--- config.mk ---
export PLATFORM = sky130hd
export DESIGN_NAME = mastermind_solver_flat
export DESIGN_NICKNAME = d
export VERILOG_FILES = /design/src/rtl/mastermind_solver_pkg.sv /design/src/rtl/mastermind_solver_if.sv /design/src/rtl/mastermind_solver_score.sv /design/src/rtl/mastermind_solver.sv /design/src/flat_wrapper.sv
export SDC_FILE = /design/constraint.sdc
export NUM_CORES = 1
export LEC_CHECK = 0
export BUFFER_PORTS_ARGS = -buffer_cell sky130_fd_sc_hd__buf_2
export CAP_MARGIN = 20
export CORE_ASPECT_RATIO = 1.2
export CORE_UTILIZATION = 55
export DETAILED_ROUTE_END_ITERATION = 16
export PLACE_DENSITY = 0.71
export REMOVE_ABC_BUFFERS = 1
export SLEW_MARGIN = 20
export SYNTH_ARGS = -nofsm -noshare
export SYNTH_HDL_FRONTEND = slang
export SYNTH_SLANG_ARGS = --single-unit
--- constraint.sdc ---
create_clock -name clock -period 10.8 [get_ports clock]
set_input_delay 1.08 -clock clock [delete_from_list [all_inputs] [get_ports clock]]
set_output_delay 1.08 -clock clock [all_outputs]
set_load 0.02 [all_outputs]
--- src/rtl/mastermind_solver_pkg.sv ---
// Shared types and widths for the Mastermind code-breaker and its scorer.
package mastermind_pkg;
    localparam int PEG_W    = 3;
    localparam int NUM_PEGS = 4;
    localparam int CODE_W   = PEG_W * NUM_PEGS;

    typedef enum logic [2:0] {
        IDLE,
        OFFER,
        WAIT_FB,
        SEARCH,
        SOLVED,
        FAIL
    } state_t;

    typedef struct packed {
        logic [2:0] red;
        logic [2:0] white;
    } feedback_t;
endpackage

--- src/rtl/mastermind_solver_if.sv ---
// Guess/feedback exchange between the code-breaker (master) and the scorer (slave).
interface mastermind_solver_if
    import mastermind_pkg::*;
();
    logic [CODE_W-1:0] guess;
    logic              guess_valid;
    logic              guess_ready;
    logic              fb_valid;
    logic [2:0]        fb_red;
    logic [2:0]        fb_white;

    modport master (
        output guess, guess_valid,
        input  guess_ready, fb_valid, fb_red, fb_white
    );

    modport slave (
        input  guess, guess_valid,
        output guess_ready, fb_valid, fb_red, fb_white
    );
endinterface

--- src/rtl/mastermind_solver_score.sv ---
// Combinational Mastermind scorer: red = exact matches, white = colour matches minus red.
module mastermind_score
    import mastermind_pkg::*;
(
    input  logic [CODE_W-1:0] a,
    input  logic [CODE_W-1:0] b,
    output logic [2:0]        red,
    output logic [2:0]        white
);
    logic [2:0] red_sum;
    logic [2:0] min_sum;
    logic [2:0] cnt_a;
    logic [2:0] cnt_b;

    always_comb begin
        // NOTE: every variable gets a default before use so no latch is inferred;
        // blocking assignments let the loop accumulate within one evaluation.
        red_sum = '0;
        min_sum = '0;
        cnt_a   = '0;
        cnt_b   = '0;
        for (int i = 0; i < NUM_PEGS; i++) begin
            red_sum = red_sum + 3'(a[i*PEG_W +: PEG_W] == b[i*PEG_W +: PEG_W]);
        end
        for (int c = 0; c < 8; c++) begin
            cnt_a = '0;
            cnt_b = '0;
            for (int i = 0; i < NUM_PEGS; i++) begin
                cnt_a = cnt_a + 3'(a[i*PEG_W +: PEG_W] == 3'(c));
                cnt_b = cnt_b + 3'(b[i*PEG_W +: PEG_W] == 3'(c));
            end
            min_sum = min_sum + ((cnt_a < cnt_b) ? cnt_a : cnt_b);
        end
    end

    assign red   = red_sum;
    assign white = min_sum - red_sum;
endmodule

--- src/rtl/mastermind_solver.sv ---
// Mastermind code-breaker: offers guesses, records feedback, searches the next consistent code.
// Optional MASTERMIND_SOLVER_STATS_EN adds a saturating per-game SEARCH cycle counter.
module mastermind_solver
    import mastermind_pkg::*;
#(
    parameter int                MAX_GUESSES = 10,
    parameter logic [CODE_W-1:0] INIT_GUESS  = 12'o0011
)(
    input  logic                clock,
    input  logic                reset,
    input  logic                start,
    mastermind_solver_if.master bus,
    output logic                busy,
    output logic                solved,
    output logic                fail,
    output logic [3:0]          guess_count
`ifdef MASTERMIND_SOLVER_STATS_EN
    ,
    output logic [15:0]         search_cycles
`endif
);
    state_t            state;
    logic [3:0]        n;
    logic [3:0]        h;
    logic [CODE_W-1:0] cand;
    logic [CODE_W-1:0] hist_guess [MAX_GUESSES];
    feedback_t         hist_fb    [MAX_GUESSES];
    logic [CODE_W-1:0] hist_sel;
    logic [2:0]        cand_red;
    logic [2:0]        cand_white;
    logic [3:0]        fb_sum;
    logic              game_start;
    logic              accept;
    logic              fb_take;

    assign game_start = start && (state inside {IDLE, SOLVED, FAIL});
    assign accept     = (state == OFFER) && bus.guess_ready;
    assign fb_take    = (state == WAIT_FB) && bus.fb_valid;
    assign fb_sum     = {1'b0, bus.fb_red} + {1'b0, bus.fb_white};
    assign hist_sel   = hist_guess[h];

    mastermind_score u_score (
        .a     (cand),
        .b     (hist_sel),
        .red   (cand_red),
        .white (cand_white)
    );

    // NOTE: the history is plain storage with no reset; entries beyond n are never read.
    always_ff @(posedge clock) begin
        if (accept)  hist_guess[n] <= bus.guess;
        if (fb_take) hist_fb[n]    <= '{red: bus.fb_red, white: bus.fb_white};
    end

    // NOTE: all sequential state uses non-blocking assignments so every register
    // samples pre-edge values regardless of statement order.
    always_ff @(posedge clock or posedge reset) begin
        if (reset) begin
            state           <= IDLE;
            bus.guess       <= '0;
            bus.guess_valid <= 1'b0;
            busy            <= 1'b0;
            solved          <= 1'b0;
            fail            <= 1'b0;
            guess_count     <= '0;
            n               <= '0;
            h               <= '0;
            cand            <= '0;
        end else begin
            unique case (state)
                IDLE, SOLVED, FAIL: begin
                    if (start) begin
                        state           <= OFFER;
                        bus.guess       <= INIT_GUESS;
                        bus.guess_valid <= 1'b1;
                        busy            <= 1'b1;
                        solved          <= 1'b0;
                        fail            <= 1'b0;
                        guess_count     <= '0;
                        n               <= '0;
                        cand            <= '0;
                    end
                end
                OFFER: begin
                    if (bus.guess_ready) begin
                        state           <= WAIT_FB;
                        bus.guess_valid <= 1'b0;
                        guess_count     <= guess_count + 4'd1;
                    end
                end
                WAIT_FB: begin
                    if (bus.fb_valid) begin
                        n <= n + 4'd1;
                        h <= '0;
                        if (bus.fb_red == 3'd4) begin
                            state  <= SOLVED;
                            busy   <= 1'b0;
                            solved <= 1'b1;
                        end else if (fb_sum > 4'd4 || guess_count == 4'(MAX_GUESSES)) begin
                            state <= FAIL;
                            busy  <= 1'b0;
                            fail  <= 1'b1;
                        end else begin
                            state <= SEARCH;
                        end
                    end
                end
                SEARCH: begin
                    // Constraints only accumulate, so the pointer never needs to rewind.
                    if (h == n) begin
                        state           <= OFFER;
                        bus.guess       <= cand;
                        bus.guess_valid <= 1'b1;
                        cand            <= cand + 12'd1;
                    end else if ({cand_red, cand_white} != hist_fb[h]) begin
                        if (cand == '1) begin
                            state <= FAIL;
                            busy  <= 1'b0;
                            fail  <= 1'b1;
                        end else begin
                            cand <= cand + 12'd1;
                            h    <= '0;
                        end
                    end else begin
                        h <= h + 4'd1;
                    end
                end
                default: state <= IDLE;
            endcase
        end
    end

`ifdef MASTERMIND_SOLVER_STATS_EN
    always_ff @(posedge clock or posedge reset) begin
        if (reset) begin
            search_cycles <= '0;
        end else if (game_start) begin
            search_cycles <= '0;
        end else if (state == SEARCH && search_cycles != 16'hFFFF) begin
            search_cycles <= search_cycles + 16'd1;
        end
    end
`endif
endmodule

--- src/flat_wrapper.sv ---
// flat-port wrapper written by rule: the top's interface ports become plain ports
module mastermind_solver_flat import mastermind_pkg::*;
#(
    parameter int                MAX_GUESSES = 10,
    parameter logic [CODE_W-1:0] INIT_GUESS  = 12'o0011
)
  (clock, reset, start, busy, solved, fail, guess_count, bus_guess, bus_guess_valid, bus_guess_ready, bus_fb_valid, bus_fb_red, bus_fb_white);
  mastermind_solver_if bus_i ();
  input  logic clock;
  input  logic reset;
  input  logic start;
  output logic busy;
  output logic solved;
  output logic fail;
  output logic [3:0] guess_count;
  output wire logic [$bits(bus_i.guess)-1:0] bus_guess;
  output wire logic [$bits(bus_i.guess_valid)-1:0] bus_guess_valid;
  input wire logic [$bits(bus_i.guess_ready)-1:0] bus_guess_ready;
  input wire logic [$bits(bus_i.fb_valid)-1:0] bus_fb_valid;
  input wire logic [$bits(bus_i.fb_red)-1:0] bus_fb_red;
  input wire logic [$bits(bus_i.fb_white)-1:0] bus_fb_white;
  assign bus_guess = bus_i.guess;
  assign bus_guess_valid = bus_i.guess_valid;
  assign bus_i.guess_ready = bus_guess_ready;
  assign bus_i.fb_valid = bus_fb_valid;
  assign bus_i.fb_red = bus_fb_red;
  assign bus_i.fb_white = bus_fb_white;
  mastermind_solver #(.MAX_GUESSES(MAX_GUESSES), .INIT_GUESS(INIT_GUESS)) u_core (.clock(clock), .reset(reset), .start(start), .bus(bus_i), .busy(busy), .solved(solved), .fail(fail), .guess_count(guess_count));
endmodule
==> results.md <==
- Result of the run: complete, no violations
- Critical path class: reg -> reg
- Detail Route Antenna Nets: 0
- Total number of vias: about 7200
- Launching element of the worst setup path: u_core.h[0]
- Setup Buffers After CTS: 0
- Depth of the critical timing path with buffers and inverters included: 29
- Count of cells along the worst register-to-register path: 29
- Kind of cell with the highest combined delay on the critical path: adder cells
- Hold violation count in the final report: 0
- Ranking of synthesized cells by area: edfxtp_1, dfrtp_1, ha_1
- Register bit total from synthesis: approximately 220
- Transition time at the pin with the least slew margin: roughly 970 ps
- I/O pin cnt: 31
- Via count of the first global-routing pass: roughly 7300
- Starting DRT DRC Count: between 500 and 600
- Average detailed-routed wire length per instance: 21.5 um
- Most common cell in the synthesized netlist: edfxtp_1
- Aggregate global-route resource usage: 24.9%
- Cts hold-fix bufs: 0
- Part of the cycle the worst path needs: 80.4%
- Antenna Cells: 0
- Number of buffers inserted during clock tree synthesis: 22
- Arr. time, crit path: 9060 ps
- First-pass GRT wire length: 41.3 mm
- Antenna violations before repair: 0
- Effective utilization at floorplan: 55.8%
- Clock-pin slew of the registers on the worst-case setup and hold paths: ~60 ps
- Net count, final: 1052
- Cell count after synthesis: around 920
- CP required: 11170 ps
- Worst skew pair latency: 530 ps
- Routed vias/inst: 5.88
- Number of levels in the clock H-tree: 1
- Asr flop ratio synth: between 10% and 20%
- Post-synth EDFFs: 180
- Layout overhead on the synthesized area: 8.70%
- Final worst clock skew: about 16 ps
- Most common library cells after synthesis: edfxtp_1, ha_1, nor2_1
- Top-area cell type share of the netlist area: 44.8%
- Core ar.: about 22000 um^2
- Critical Path Start Type: flip-flop
- Estimated wirelength of the detail-placed design: between 15 and 20 mm
- Synthesized area per cell: 13.2 um^2
- Total congestion overflow after global routing: 0
- Unrepaired setup endpoints after global routing: no
- Sum Neg Setup Slack: 0 ps
- Total setup violations reported at the end of the flow: 0
- Fmax: 115 MHz
- Yosys top cell by area: edfxtp_1
- Startpoint of the worst hold path: u_core.fail
- CTS Root Buffer Type: clkbuf_16
- Most common flop cell mapped by yosys: edfxtp_1
- CTS tree: built
- Fraction of layout cells with a size suffix above 1: 12.8%
- Width of the die: 137 um
- Register area share after synthesis: 53.7%
- Post-layout minimum cycle time: about 8700 ps
- Hold WC Path Type: reg -> reg
- CTS sink count: 223
- Iteration count of the initial detailed-routing pass: 5
- Maxcap violations: 0
- Critical Path Slowest Stage Cell: dfrtp_4
- Worst hold path stage count: 1
- Startpoint of the lowest-slack register-to-register path: u_core.h[0]
- Slew headroom: 35.4%
- CP bufs+invs: 3
- Register-to-register setup slack: 2110 ps
- RePlAce Congestion: 0.836
- Worst-path maximum fanout: 31
- Remaining DRCs: 0
- Slowest Stage Delay on Critical Path: 800 ps
- Largest net degree at the start of global routing: 46
- Die height: 164 um
- Count of instances resized after the clock tree is built: 0
- Number of library cell types mapped by synthesis: 65
- Buffers added on ports: 30
- Synthesis warning total: 0
- Cell area after synthesis: 12100 um^2
- Post-Route WL: 26.4 mm
- Maximum buffer depth of the clock tree: 3
- Endpoint kind of the worst setup timing path: flip-flop
- Final Slew Violations: 0
- DIE AREA: 22600 um^2
- Filler Cell Count: 1684
- Number of placement rows: 59
cell type report:
class,count,area [um^2],share of cell area (%)
Sequential cell,223,6490,49.4
Clock inverter,11,120,0.915
Clock buffer,28,573,4.36
Tap cell,274,343,2.61
Timing Repair Buffer,37,203,1.54
Multi-Input combinational cell,604,5220,39.8
Inverter,49,184,1.40
layer usage:
metal / track usage [%] / vias to the layer above / wire (um)
met5: 0 / - / 0
met2: 43.9 / 223 / 13700
li1: - / 3358 / -
met4: 7.29 / 0 / 636
met1: 32.4 / 3587 / 10800
met3: 2.84 / 45 / 1210
sequential cells by signal, summed over array words and instances (netlist names):
register	flops
u_core.bus.guess_valid	1
u_core.busy	1
u_core.n	4
u_core.h	4
u_core.bus.guess	12
u_core.hist_fb	60
u_core.guess_count	4
u_core.fail	1
u_core.cand	12
u_core.hist_guess	120
u_core.state	3
u_core.solved	1
stage by stage:
stage	setup slack, ps	hold slack, ps	utilization (%)	instances	cell area, um^2
after floorplan	1830	548	-	876	11900
after global placement	2290	489	57.5	1187	12400
after detailed placement	2150	492	57.5	1187	12400
after CTS	2110	512	60.7	1226	13100
after global routing	1570	520	60.7	1226	13100
final	2110	508	60.7	1226	13100
cells in the final DEF (no fill, tap or decap), drive strengths merged, types with 15 or more instances in the layout:
cell type	n
nand2b	26
xnor2	30
a21oi	34
clkbuf	28
fa	27
mux2i	36
edfxtp	180
nor2	76
nand3	15
dfrtp	43
and2	23
nand2	71
mux4	36
inv	48
ha	77
buf	37
path summary, 6_finish.rpt:
check	to
worst max-delay path	u_core.busy
worst min-delay path	u_core.fail
worst max register to register	u_core.busy
worst min register to register	u_core.fail
max in group asynchronous	u_core.h[0]
min in group asynchronous	u_core.guess_count[1]
cell families after synthesis:
family          synth area share (%)
compound gates                  5.87
xor+xnor                        3.24
fa+ha+maj                       12.5
buf+inv                         3.15
flops                           53.7
mux                             10.3
simple gates                    11.4
Power is left out: the tool's default activity adds up to more than one toggle a clock period on the data nets, which glitch-free logic cannot reach.
